## src/rtl/ex_resolve_stage.sv

```systemverilog
// ex_resolve_stage: EX/MEM pipeline register with branch resolution, recovery redirect,
// branch/mispredict counters and sticky MTC0 pass/done/fail status.
module ex_resolve_stage #(
  parameter int DATA_WIDTH = 32,
  parameter int ADDR_WIDTH = 32,
  parameter int CNT_WIDTH  = 32
) (
  input  logic                  clk,
  input  logic                  rst_n,
  input  logic                  alu_valid,
  input  logic [DATA_WIDTH-1:0] alu_result,
  input  logic                  alu_branch_outcome,
  input  logic                  is_branch,
  input  logic                  predicted_taken,
  input  logic [ADDR_WIDTH-1:0] branch_target,
  input  logic [ADDR_WIDTH-1:0] pc_plus8,
  input  logic                  rw_en,
  input  logic [4:0]            rw_addr,
  input  logic [1:0]            mtc0_code,
  input  logic                  stall,
  input  logic                  flush,
  output logic                  mem_valid,
  output logic [DATA_WIDTH-1:0] mem_result,
  output logic                  mem_rw_en,
  output logic [4:0]            mem_rw_addr,
  output logic                  recover_valid,
  output logic [ADDR_WIDTH-1:0] recover_target,
  output logic [CNT_WIDTH-1:0]  branch_count,
  output logic [CNT_WIDTH-1:0]  mispredict_count,
  output logic                  pass_o,
  output logic                  done_o,
  output logic                  fail_o
);
  logic accept, mispredict;
  always_comb begin
    accept     = alu_valid & ~stall & ~flush;
    mispredict = is_branch & (alu_branch_outcome != predicted_taken);
  end
  always_ff @(posedge clk or negedge rst_n) begin
    if (!rst_n) begin
      mem_valid        <= 1'b0;
      mem_result       <= '0;
      mem_rw_en        <= 1'b0;
      mem_rw_addr      <= '0;
      recover_valid    <= 1'b0;
      recover_target   <= '0;
      branch_count     <= '0;
      mispredict_count <= '0;
      pass_o           <= 1'b0;
      done_o           <= 1'b0;
      fail_o           <= 1'b0;
    end else begin
      if (flush) begin
        mem_valid <= 1'b0;
        mem_rw_en <= 1'b0;
      end else if (!stall) begin
        mem_valid <= alu_valid;
        mem_rw_en <= alu_valid & rw_en;
        if (alu_valid) begin
          mem_result  <= alu_result;
          mem_rw_addr <= rw_addr;
        end
      end
      // Redirect and bookkeeping fire only on accept, so a stalled branch counts once.
      recover_valid <= accept & mispredict;
      if (accept & mispredict) begin
        recover_target   <= alu_branch_outcome ? branch_target : pc_plus8;
        mispredict_count <= mispredict_count + 1'b1;
      end
      if (accept & is_branch) branch_count <= branch_count + 1'b1;
      if (accept & (mtc0_code == 2'b01)) pass_o <= 1'b1;
      if (accept & (mtc0_code == 2'b10)) done_o <= 1'b1;
      if (accept & (mtc0_code == 2'b11)) fail_o <= 1'b1;
    end
  end
endmodule

```

## config.mk

```make
export PLATFORM = sky130hd
export DESIGN_NAME = ex_resolve_stage
export DESIGN_NICKNAME = d
export VERILOG_FILES = /design/src/rtl/ex_resolve_stage.sv
export SDC_FILE = /design/constraint.sdc
export NUM_CORES = 1
export LEC_CHECK = 0
export BUFFER_PORTS_ARGS = -buffer_cell sky130_fd_sc_hd__buf_2
export CORE_ASPECT_RATIO = 1.75
export CORE_MARGIN = 8
export CORE_UTILIZATION = 48
export DETAILED_ROUTE_END_ITERATION = 10
export GPL_TIMING_DRIVEN = 1
export PLACE_DENSITY = 0.87
export SLEW_MARGIN = 20
export SYNTH_ARGS = -nofsm -noshare
export SYNTH_HDL_FRONTEND = slang
export SYNTH_SLANG_ARGS = --single-unit
```

## constraint.sdc

```tcl
create_clock -name clk -period 2.2 [get_ports clk]
set_input_delay 0.44 -clock clk [delete_from_list [all_inputs] [get_ports clk]]
set_output_delay 0.44 -clock clk [all_outputs]
set_load 0.1 [all_outputs]
```

* Word level (Yosys, flattened, before mapping) *
Cells that the tools add are included.

storage, ports and cells
  bits of input ports = 112
  register bits after elaboration = 139

cells by class
  equal/unequal tests = 5
  add/sub/neg operators = 2
  muxes and demuxes = 5
  bitwise operators = 11
  reductions and logical operators = 1

operators with widths
  cell                   count
  $add 32x1->32 const B  2
  $mux 32                1
  $and 1x1->1            9
  $eq 2x2->1 const B     2
  $mux 1                 4
  $reduce_and 3->1       1
  $eq 2x1->1 const B     1
  $ne 2x1->1 const B     1
  $not 1->1              2
  $ne 1x1->1             1

* Depth between registers and ports, before layout *
  depth in word-level cells = 4
  depth in mapped cells = 6
  depth with buffers taken out = 5

* Worst setup path before layout *
OpenSTA, ideal clock, no wires.

  kind = register to register
  start point = register branch_count[2]
  end point = register branch_count[12]
  library setup time = 0.160 ns
  arrival time = 2.199 ns
  setup slack = -0.159 ns
  stages on the path, launching flop included = 6
  buffers on the path = 1
  path through = dfrtp_1 -> nand3_1 -> nor3_1 -> clkbuf_1 -> nand3_1 -> xnor2_1

on the way
  cells in the longest elaborated chain, start to end = 1

RTL lines
  element                 RTL line  text
  from (decl)             28        output logic [CNT_WIDTH-1:0] branch_count,
  from (signal assigned)  70        if (accept & is_branch) branch_count <= branch_count + 1'b1;
  $add 32x1->32           70

Every way passes these cells.
A chain may end at the register's enable or synchronous reset.

* Worst setup path in the final report *
  start point = register branch_count[11]
  end point = output port branch_count[11]

No word-level cell between the ends.

==> flow_metrics.env <==
export IMPL_critPathBufInv=1
export IMPL_fmax_mhz=554
export IMPL_numCtsBuffers=17
export IMPL_power_density_nw_per_um2=1220
export IMPL_chipHeight_um=164
export IMPL_switchingPower_uw=4660
export IMPL_drive_gt1_share_pct=45.4
export IMPL_mostFrequentLayoutCells="249 x buf_2, 125 x dfrtp_1, 43 x xnor2_1"
export IMPL_cts_resized_gates=0
export IMPL_yosysSeqAreaShare_pct=57.7
export IMPL_cts_buffer_depth=2
export IMPL_cp_cell_sequence="buf_2"
export IMPL_firstDrtPassIters=4
export IMPL_cts_htree_levels=4
export IMPL_wirelength_um=16400
export IMPL_clk_latency_ns=0.41
export IMPL_cp_max_fo=7
export IMPL_antenna_found_initial=0
export IMPL_p_sw_share_pct=46.7
export IMPL_worstMarginPinSlew_ns=0.596
export IMPL_period_minus_slack_ns=1.80
export IMPL_synth_area_leader_cell="dfrtp_1"
export IMPL_power_frac_seq_pct=32.0
export IMPL_slowest_stage="buf_2"
export IMPL_cts_setup_buffers=0
export IMPL_overflow=0
export IMPL_detail_route_drc_violations=0
export IMPL_cap_violations=0
export IMPL_ys_warnings_count=0
export IMPL_slowest_delay_ns=0.49
export IMPL_wl_per_cell_um=17.3
export IMPL_first_iter_violations=135
export IMPL_rows=54
export IMPL_fin_nets=880
export IMPL_irDropWorstVdd_uv=899
export IMPL_hold_viol=0
export IMPL_fp_coreArea_um2=12400
export IMPL_synth_seq_cells=139
export IMPL_critPathRequiredTime_ns=1.76
export IMPL_grt_max_degree=67
export IMPL_fillCellCount=942
export IMPL_viasPerCell=5.06
export IMPL_cts_sinks=139
export IMPL_syn_area_um2=6030
export IMPL_clk_pin_slew_ns=0.06
export IMPL_place_area_um2=7540
export IMPL_ios=251
export IMPL_synth_area_per_cell_um2=11.8
export IMPL_hold_class="in -> reg"
export IMPL_power_frac_clock_pct=28.9
export IMPL_finClkSkew_ns=0.00905
export IMPL_grt_usage_pct=20.0
export IMPL_design_area_um2=8160
export IMPL_layout_commonest_cell="buf_2"
export IMPL_slew_violations=0
export IMPL_cp_end_kind="output pin"
export IMPL_pwr_share_comb_pct=39.1
export IMPL_area_growth_pct=35.3
export IMPL_p_int_uw=5310
export IMPL_vias=4792
export IMPL_run_status="complete, no violations"
export IMPL_ys_top_cells_by_area="dfrtp_1 58%, mux2_2 7.1%, xnor2_1 6.2%"
export IMPL_cts_root_buf="clkbuf_16"
export IMPL_io_buffer_count=250
export IMPL_place_hpwl_um=12600
export IMPL_mappedNetlistNets=624
export IMPL_ys_types=31
export IMPL_finish_utilization_pct=66.0
export IMPL_synth_cells=510
export IMPL_die_w_um=101
export IMPL_cp_arrival_ns=1.36
export IMPL_post_route_period_util_pct=82.0
export IMPL_cts_tree="yes"
export IMPL_dieArea_um2=16500
export IMPL_p_leak_uw=0.00410
export IMPL_antenna_left=0
export IMPL_crit_family="buffers and inverters"
export IMPL_gp_congestion=0.788
export IMPL_grt_pass1_wl_um=25900
export IMPL_slew_headroom_pct=59.9
export IMPL_crit_type="reg -> out"
export IMPL_rsz0062_at_grt="no"
export IMPL_setup_violations=0
export IMPL_antennaDiodeCount=0
export IMPL_worst_setup_path_start_kind="flip-flop"
export IMPL_start_util_pct=48.8
export IMPL_grt_pass1_vias=5212
export IMPL_synth_top_area_share_pct=57.7
sequential cells by signal (all words and copies together) (netlist names):
name	count
mem_rw_addr	5
recover_valid	1
fail_o	1
mem_valid	1
recover_target	32
done_o	1
mem_rw_en	1
branch_count	32
mispredict_count	32
mem_result	32
pass_o	1
Yosys cell counts:
master,number
nor3_1,16
nand4bb_1,1
and4bb_2,1
nand2_1,23
a31o_2,2
xnor2_1,43
nand3_1,25
inv_1,7
nand4_1,23
and2_1,5
nor4_1,6
nor2_1,43
o21bai_1,1
mux2i_1,33
or3_1,1
nand4_2,1
a21oi_1,33
and3_1,10
mux2_2,38
buf_2,7
dfrtp_1,139
nor4_2,1
nor3b_1,1
nor4_4,1
nand4b_1,2
xor2_1,21
clkbuf_1,14
buf_6,1
and4_1,6
buf_1,3
ha_1,2
logic make-up after synthesis:
family,count (synthesis),share of synthesized area (%)
mux,71,12.6
fa+ha+maj,2,0.415
buf+inv,32,2.26
xor+xnor,64,9.29
compound gates,36,3.15
flops,139,57.7
simple gates,166,14.6
stage by stage:
stage	TNS [ns]	instances	worst slack [ns]	total power, uW	hold slack, ns
6_report	0	947	0.396	9960	0.250
5_1_grt	0	947	0.279	10300	0.240
4_1_cts	0	947	0.373	10000	0.228
3_5_place_dp	0	914	0.191	7150	0.422
3_3_place_gp	0	914	0.249	7080	0.420
2_1_floorplan	-0.0187	510	-0.0187	6380	0.144
power groups by stage:
stage | clock [uW] | sequential, uW | combinational (uW)
finish | 2870 | 3190 | 3900
global route | 3020 | 3240 | 4020
CTS | 2930 | 3190 | 3930
detailed placement | 0 | 3230 | 3930
global placement | 0 | 3210 | 3880
floorplan | 0 | 5950 | 424
timing repair:
item	4_1_cts	5_1_grt
hold endpoints to repair	49	0
hold buffers	1	0
setup endpoints to repair	0	0
per-layer routing:
metal,GRT usage [%],routed length (um)
met5,0,0
met4,9.41,416
met3,5.65,959
met2,36.2,9060
met1,20.5,5960
final timing paths:
path                       slack, ns                start  depth (start not counted)                    to
hold reg to reg                 0.47     branch_count[31]                          1      branch_count[31]
setup reg to reg                0.46  mispredict_count[4]                          4  mispredict_count[29]
max in group asynchronous       0.98                rst_n                          3   mispredict_count[1]
min in group asynchronous       0.57                rst_n                          2      branch_count[31]
hold / removal                  0.25                flush                          2             mem_rw_en
setup / recovery                0.40     branch_count[11]                          1      branch_count[11]
final cells by class:
cell class,instances,area [um^2],share of cell area (%)
Tap cell,168,210,2.58
Multi-Input combinational cell,339,2430,29.8
Timing Repair Buffer,262,1390,17.0
Clock buffer,20,467,5.72
Inverter,7,26.3,0.322
Sequential cell,139,3500,42.8
Clock inverter,12,140,1.72
(Power assumes the default switching activity.)
